`src/rtl/ndiv_pkg.sv`:
```
// Shared constants for the fractional-N divider sequencer.
// Build option: MASH111_EN selects the 3rd-order MASH modulator.
package ndiv_pkg;

  localparam int N_W_DEF    = 8;
  localparam int FRAC_W_DEF = 8;
  localparam int M_LOG2_DEF = 2;

  // Smallest ratio the M/M+1 prescaler can realise contiguously.
  function automatic int nmin(input int m_log2);
    int m;
    m = 1 << m_log2;
    return m * (m - 1);
  endfunction

  localparam int NMIN   = nmin(M_LOG2_DEF);
  localparam int PO_RST = NMIN >> M_LOG2_DEF;
  localparam int SO_RST = NMIN % (1 << M_LOG2_DEF);

`ifdef MASH111_EN
  localparam int Y_MIN = -3;
  localparam int Y_MAX = 4;
`else
  localparam int Y_MIN = 0;
  localparam int Y_MAX = 1;
`endif

endpackage

```
`src/rtl/mash_acc.sv`:
```
// One wrapping accumulator stage; carry-out is the stage output.
// The sum port shows the value the accumulator takes on a strobe.
module mash_acc #(
  parameter int W = 8
) (
  input  logic         clk,
  input  logic         rst_n,
  input  logic [W-1:0] in_word,
  input  logic         stb,
  output logic [W-1:0] sum,
  output logic         carry
);

  logic [W-1:0] acc;

  assign {carry, sum} = {1'b0, acc} + {1'b0, in_word};

  always_ff @(posedge clk or negedge rst_n) begin
    if (!rst_n) begin
      acc <= '0;
    end else if (stb) begin
      acc <= sum;
    end
  end

endmodule

```
`src/rtl/ndiv_seq.sv`:
```
// Fractional-N P/S sequencer for a dual-modulus divider.
// Build option: MASH111_EN (MASH-1-1-1 instead of first order).
module ndiv_seq
  import ndiv_pkg::*;
#(
  parameter int N_W    = N_W_DEF,
  parameter int FRAC_W = FRAC_W_DEF,
  parameter int M_LOG2 = M_LOG2_DEF
) (
  input  logic                Fin,
  input  logic                rst_n,
  input  logic [N_W-1:0]      N_int,
  input  logic [FRAC_W-1:0]   frac,
  input  logic                LDi,
  output logic [N_W-M_LOG2-1:0] Po,
  output logic [M_LOG2-1:0]   So,
  output logic                upd
);

  localparam int EW    = N_W + 2;
  localparam int PW    = N_W - M_LOG2;
  localparam int NMIN_L = nmin(M_LOG2);
  localparam int PO_R  = NMIN_L >> M_LOG2;
  localparam int SO_R  = NMIN_L % (1 << M_LOG2);

  localparam logic signed [EW-1:0] NMIN_S = EW'(NMIN_L);
  localparam logic signed [EW-1:0] NMAX_S = EW'((1 << N_W) - 1);

  logic [FRAC_W-1:0]     s1;
  logic                  c1;
  logic signed [EW-1:0]  y;
  logic signed [EW-1:0]  neff_raw;
  logic [N_W-1:0]        neff;
  logic                  unused_sum;

  mash_acc #(.W(FRAC_W)) u_acc1 (
    .clk     (Fin),
    .rst_n   (rst_n),
    .in_word (frac),
    .stb     (LDi),
    .sum     (s1),
    .carry   (c1)
  );

`ifdef MASH111_EN
  logic [FRAC_W-1:0] s2;
  logic [FRAC_W-1:0] s3;
  logic              c2;
  logic              c3;
  logic              c2_d;
  logic              c3_d1;
  logic              c3_d2;

  mash_acc #(.W(FRAC_W)) u_acc2 (
    .clk     (Fin),
    .rst_n   (rst_n),
    .in_word (s1),
    .stb     (LDi),
    .sum     (s2),
    .carry   (c2)
  );

  mash_acc #(.W(FRAC_W)) u_acc3 (
    .clk     (Fin),
    .rst_n   (rst_n),
    .in_word (s2),
    .stb     (LDi),
    .sum     (s3),
    .carry   (c3)
  );

  assign unused_sum = ^s3;

  // Noise-shaping differences use carries from previous strobes.
  assign y = EW'(c1)
           + EW'(c2) - EW'(c2_d)
           + EW'(c3) - (EW'(c3_d1) << 1) + EW'(c3_d2);

  always_ff @(posedge Fin or negedge rst_n) begin
    if (!rst_n) begin
      c2_d  <= 1'b0;
      c3_d1 <= 1'b0;
      c3_d2 <= 1'b0;
    end else if (LDi) begin
      c2_d  <= c2;
      c3_d1 <= c3;
      c3_d2 <= c3_d1;
    end
  end
`else
  assign unused_sum = ^s1;
  assign y = EW'(c1);
`endif

  assign neff_raw = EW'(N_int) + y;

  always_comb begin
    neff = neff_raw[N_W-1:0];
    if (neff_raw < NMIN_S) begin
      neff = N_W'(NMIN_L);
    end else if (neff_raw > NMAX_S) begin
      neff = '1;
    end
  end

  always_ff @(posedge Fin or negedge rst_n) begin
    if (!rst_n) begin
      Po  <= PW'(PO_R);
      So  <= M_LOG2'(SO_R);
      upd <= 1'b0;
    end else begin
      upd <= LDi;
      if (LDi) begin
        Po <= neff[N_W-1:M_LOG2];
        So <= neff[M_LOG2-1:0];
      end
    end
  end

endmodule

```
`config.mk`:
```
export PLATFORM = sky130hd
export DESIGN_NAME = ndiv_seq
export DESIGN_NICKNAME = d
export VERILOG_FILES = /design/src/rtl/ndiv_pkg.sv /design/src/rtl/mash_acc.sv /design/src/rtl/ndiv_seq.sv
export SDC_FILE = /design/constraint.sdc
export NUM_CORES = 1
export LEC_CHECK = 0
export CAP_MARGIN = 20
export CORE_MARGIN = 4
export CORE_UTILIZATION = 45
export CTS_BUF_LIST = sky130_fd_sc_hd__clkbuf_4
export DETAILED_ROUTE_END_ITERATION = 12
export PLACE_DENSITY = 0.73
export SETUP_SLACK_MARGIN = 0.5
export SYNTH_ARGS = -nofsm -noshare
export SYNTH_HDL_FRONTEND = slang
export SYNTH_SLANG_ARGS = --single-unit
export TNS_END_PERCENT = 20
```
`constraint.sdc`:
```
create_clock -name Fin -period 5.65 [get_ports Fin]
set_input_delay 1.13 -clock Fin [delete_from_list [all_inputs] [get_ports Fin]]
set_output_delay 1.13 -clock Fin [all_outputs]
set_load 0.005 [all_outputs]
```
==> flow_summary.toml, run 1 <==
[worst_setup_path]
start_kind = "primary input"
timing.rr.end = "Po[1]"
required_ns = 5.89
cp_top_family = "compound AO/OA/AOI/OAI gates"
r2r_start = "u_acc1.acc[0]"
cpPeakStageDelay_ns = 0.42
worstRegToRegCells = 11
path_buf_inv = 1
crit_path_top_delay_cell = "fa_1"
endpoint_kind = "flop"
path_cells = "clkdlybuf4s50_1 > ha_1 > fa_1 > a21oi_1 > o211ai_1 > a2111oi_0 > nor3_1 > ha_1 > and4_4 > or3_1 > a211oi_2 > a221o_1"
cp.arrival_ns = 4.53
crit_fanout = 9
critPathCapture = "Po[1]"
crit_type = "in -> reg"
r2r_slack_ns = 2.23
cp.depth = 12
worst_path_most_repeated_cell = "ha_1"
timing.critical_path.from = "frac[0]"

[clocking]
clkSlewWorstSetupHoldPaths_ns = 0.10
cts-hold-fix-buffers = 0
cts_made_buffers = 3
cts_tree = "built"
ctsHtreeMaxLevel = 1
cts_resized = 0
clock_latency_ns = 0.28
clockBufferDepth = 2
cts_setup_buffers = 0
clockRootBuffer = "clkbuf_4"
clock-sinks = 17

[place]
routabilityCongestion = 0.9119
place_area_um2 = 1553
dp_hpwl_mm = 2.195
port_buffers = 27
placed_cells = 188

[final_layout]
area_growth_pct = 21.87
layout_common_cells = "clkdlybuf4s50_1 (27), dfrtp_1 (15), a21oi_1 (12)"
postLayoutCellArea_um2 = 1583
nNetsFinal = 192
post_layout_nonfiller_instances = 192
drive_above_1_share = 0.09317
insertedDiodeCount = 0
final_common_cell = "clkdlybuf4s50_1"
nFillCells = 263

[drt]
dr_total_vias = 1156
antenna_left = 0
routed_wl_mm = 2.887
drc = 0
first_pass_iters = 4
wl_per_cell_um = 15.04
routed_via_density = 6.021
drt-initial-drc-count = 43

[logic_synthesis]
ys.flop_type = "dfrtp_1"
synth_top_area_frac = 0.2890
synth_area_leader_cell = "dfrtp_1"
synthTopCellsByArea = "dfrtp_1 (29%), ha_1 (9.6%), a21oi_1 (4.6%)"
syn-cell-area_um2 = 1299
ys_seq_area_frac = 0.3295
synth_cell_types = 46
synth_nets = 170
synth-seq-cells = 17
synth_area_per_cell_um2 = 9.277
synthArstFlopShare = 1.000
ys_warn_count = 0
synth-edff-count = 0
synth_cells = 140

[floorplanning]
die_w_um = 61.72
fp.dieH_um = 61.72
ios = 28
core_area_um2 = 2758
dieArea_um2 = 3809
fp-row-count = 19
initial_utilization = 0.4710

[sta]
finalSetupViolations = 0
hold_violations = 0
clock.fmax_mhz = 232.6
finalCritPeriodShare = 0.7608
fin_skew_ns = 0.003289
layout_min_cycle_time_ns = 4.299
slew_headroom = 0.4912
rsz0062_at_grt = "no"
tightest_slew_ns = 0.7608
drv_slew = 0
tns_ns = 0

[global_route]
grt_max_degree = 22
grt_first_pass_wirelength_mm = 4.692
grt_overflow = 0
grt_pass1_vias = 1123
gr-usage-all-layers = 0.1641
antenna_found_initial = 0

[power_and_ir_drop]
ir_worst_vdd_mv = 0.2344
total_power_uw = 570.5
p_leak_uw = 0.0006353
powerDensity_nw_per_um2 = 360.4

[job]
cap_violations = 0

[min_path]
min_path_type = "reg -> reg"

[outcome]
status = "completed"
[worst min path at each step]
stage / from / to / slack [ns] / cells past startpoint
2_1_floorplan: u_acc1.acc[4] / u_acc1.acc[4] / 0.46 / 2
3_3_place_gp: u_acc1.acc[5] / u_acc1.acc[5] / 0.48 / 2
3_5_place_dp: u_acc1.acc[5] / u_acc1.acc[5] / 0.49 / 2
4_1_cts: u_acc1.acc[5] / u_acc1.acc[5] / 0.51 / 2
5_1_grt: Po[4] / Po[4] / 0.53 / 1
6_report: u_acc1.acc[5] / u_acc1.acc[5] / 0.51 / 2
[synth_stat cells (all sizes together), types with 2 or more instances]
cell type,count
a21oi,12
o22ai,2
nand4,6
nor2b,2
mux2i,2
dfstp,2
nor2,8
a21o,2
o211ai,4
xnor2,3
ha,10
nor3,6
a221o,3
nand3,4
nand2,8
clkbuf,6
o21ai,4
a31oi,3
dfrtp,15
or3,3
mux2,4
inv,5
buf,4
and4,3
a211oi,2
[per-layer routing]
metal / GRT usage / share of wire
met1: 0.1959 / 0.43
met2: 0.2900 / 0.52
met3: 0.01653 / 0.035
met4: 0.08485 / 0.012
met5: 0 / 0
[where the power goes]
group / leakage (uW) / switching, uW / total, uW / internal (uW)
combinational: 0.000421 / 158 / 313 / 155
clock: 0.0000184 / 37.6 / 69.8 / 32.2
sequential: 0.000196 / 23.5 / 188 / 164
total: 0.000635 / 220 / 571 / 351
[metrics by stage]
stage               hold slack (ns)  worst slack, ns  utilization
finish                       0.5088            1.351       0.5740
global placement             0.4757            1.146       0.5631
detailed placement           0.4888            1.034       0.5631
global route                 0.5284            1.175       0.5740
floorplan                    0.4570            1.679            -
CTS                          0.5139            1.354       0.5740
[tightest hold or removal path, stage by stage (launching register included)]
cell	delay, ns
dfrtp_1	0.37
nand2_1	0.06
nand4_1	0.06
[cell families after synthesis]
kind of cell	Yosys count	synth area share
muxes	6	0.05009
buffers and inverters	15	0.05684
and+or+nand+nor	46	0.1975
adders and majority gates	11	0.1118
xor gates and xnor gates	4	0.02698
AOI/OAI and AO/OA	41	0.2274
DFF	17	0.3295
[sequential cells by signal, summed over array words and instances, names as in the netlist]
signal	count
Po	6
So	2
u_acc1.acc	8
upd	1
[final cells by class]
class | count | area (um2) | share of cell area
Tap cell | 31 | 38.79 | 0.02451
Inverter | 5 | 18.77 | 0.01186
Sequential cell | 17 | 427.9 | 0.2704
Clock buffer | 4 | 30.03 | 0.01897
Timing Repair Buffer | 27 | 270.3 | 0.1708
Multi-Input combinational cell | 108 | 797.0 | 0.5036
No activity file was read; power rests on OpenSTA's default activity.
==> run 2, diff against run 1 <==
==> constraint.sdc (replaced) <==
create_clock -name Fin -period 4.41 [get_ports Fin]
set_input_delay 0.882 -clock Fin [delete_from_list [all_inputs] [get_ports Fin]]
set_output_delay 0.882 -clock Fin [all_outputs]
set_load 0.005 [all_outputs]
==> flow_summary.toml, run 2 (same netlist as run 1, synthesis figures left out) <==
[power_and_ir_drop]
p_sw_frac = 0.3801
power_frac_seq = 0.322
combinationalPowerShare = 0.560
power.internal_uw = 463.6
ir_worst_vdd_mv = 0.2811
powerDensity_nw_per_um2 = 460.8
switching_power_uw = 284.2
pwr-share-clk = 0.118
p_leak_uw = 0.0006477

[place]
placed_cells = 190
dp_hpwl_mm = 2.262
routabilityCongestion = 0.8837
port_buffers = 27

[sta]
fin_skew_ns = 0.0006923
layout_min_cycle_time_ns = 3.804
tightest_slew_ns = 0.7829
slew_headroom = 0.4764
finalCritPeriodShare = 0.8626
finalSetupViolations = 0
tns_ns = 0
clock.fmax_mhz = 262.9
rsz0062_at_grt = "no"
hold_violations = 0
drv_slew = 0

[final_layout]
post_layout_nonfiller_instances = 195
nNetsFinal = 195
nFillCells = 247
largest-register = "u_acc1.acc"
insertedDiodeCount = 0
final_common_cell = "clkdlybuf4s50_1"
reg_top3 = "u_acc1.acc x8, Po x6, So x2"
area_growth_pct = 24.95
largest_reg_flops = 8
layout_common_cells = "clkdlybuf4s50_1 (27), dfrtp_1 (15), a21oi_1 (11)"
drive_above_1_share = 0.1280

[global_route]
grt_pass1_vias = 1139
grt_overflow = 0
grt_max_degree = 22
gr-usage-all-layers = 0.1688
grt_first_pass_wirelength_mm = 4.857
antenna_found_initial = 0

[drt]
drt-initial-drc-count = 52
routed_wl_mm = 2.876
first_pass_iters = 4
wl_per_cell_um = 14.75
drc = 0
antenna_left = 0
dr_total_vias = 1185
routed_via_density = 6.077

[clocking]
clkSlewWorstSetupHoldPaths_ns = 0.09
ctsHtreeMaxLevel = 1
cts_tree = "built"
clock-sinks = 17
clockRootBuffer = "clkbuf_4"
cts_made_buffers = 3
clockBufferDepth = 2
clock_latency_ns = 0.28

[worst_setup_path]
crit_fanout = 4
start_kind = "primary input"
required_ns = 4.63
crit_type = "in -> reg"
endpoint_kind = "flop"
cp.arrival_ns = 4.02

[floorplanning]
fp-row-count = 19
fp.dieH_um = 61.72
initial_utilization = 0.4710
dieArea_um2 = 3809
ios = 28
core_area_um2 = 2758
die_w_um = 61.72

[min_path]
min_path_type = "reg -> reg"

[outcome]
status = "completed"

[job]
cap_violations = 0
## run 2: timing repair
action / 4_1_cts / 5_1_grt
setup buffers: 0 / 1
gates resized for setup: 3 / 2
pin swaps: 0 / 4
endpoints found under the setup margin: 4 / 4
hold buffers: 0 / 0
## run 2: routing by layer
metal  share of wire  track usage  up-vias
li1                -            -      586
met3           0.045      0.01446        2
met5               0            0        -
met1            0.41       0.2008      572
met2            0.53       0.3049       25
met4           0.012      0.07879        0
## run 2: power groups by stage
stage | combinational, uW | sequential [uW] | clock [uW]
detailed placement | 402 | 245 | 0
floorplan | 287 | 239 | 0
global placement | 383 | 242 | 0
global route | 468 | 250 | 97.3
CTS | 410 | 242 | 93.8
finish | 419 | 241 | 88.0
## run 2: stage by stage
stage	power, uW	hold WS (ns)	setup slack, ns	area (um2)	utilization
final	747.7	0.5047	0.6060	1623	0.5885
after global routing	815.3	0.5358	0.5086	1623	0.5885
after CTS	744.9	0.5143	0.5212	1605	0.5821
after detailed placement	646.7	0.4887	0.1176	1568	0.5685
after global placement	625.1	0.4775	0.2015	1568	0.5685
after floorplan	525.8	0.4570	0.6871	1299	-
## run 2: layout make-up
cell class / count / area [um2] / area share
flip-flops and latches: 17 / 427.9 / 0.2637
well taps: 31 / 38.79 / 0.02390
clock buffers: 4 / 30.03 / 0.01850
inverters: 5 / 18.77 / 0.01157
multi-input cells: 108 / 814.5 / 0.5019
repair buffers: 30 / 292.8 / 0.1804
## run 2: final timing paths
path	start	end	slack (ns)	cells after the start
max reg2reg	u_acc1.acc[0]	Po[1]	1.24	11
min	u_acc1.acc[5]	u_acc1.acc[5]	0.50	2
min in group asynchronous	rst_n	u_acc1.acc[1]	1.05	1
min reg2reg	u_acc1.acc[5]	u_acc1.acc[5]	0.50	2
max in group asynchronous	rst_n	So[1]	2.88	1
max	frac[0]	Po[1]	0.61	12
## run 2: worst max-delay path: stages
cell and delay [ns]:
clkdlybuf4s50_1 0.40, ha_1 0.24, fa_2 0.38, a21oi_2 0.20
o211ai_1 0.16, a2111oi_1 0.35, nor3_1 0.12, ha_1 0.24
or3b_1 0.40, a41oi_2 0.23, a211oi_4 0.07, a221o_1 0.34
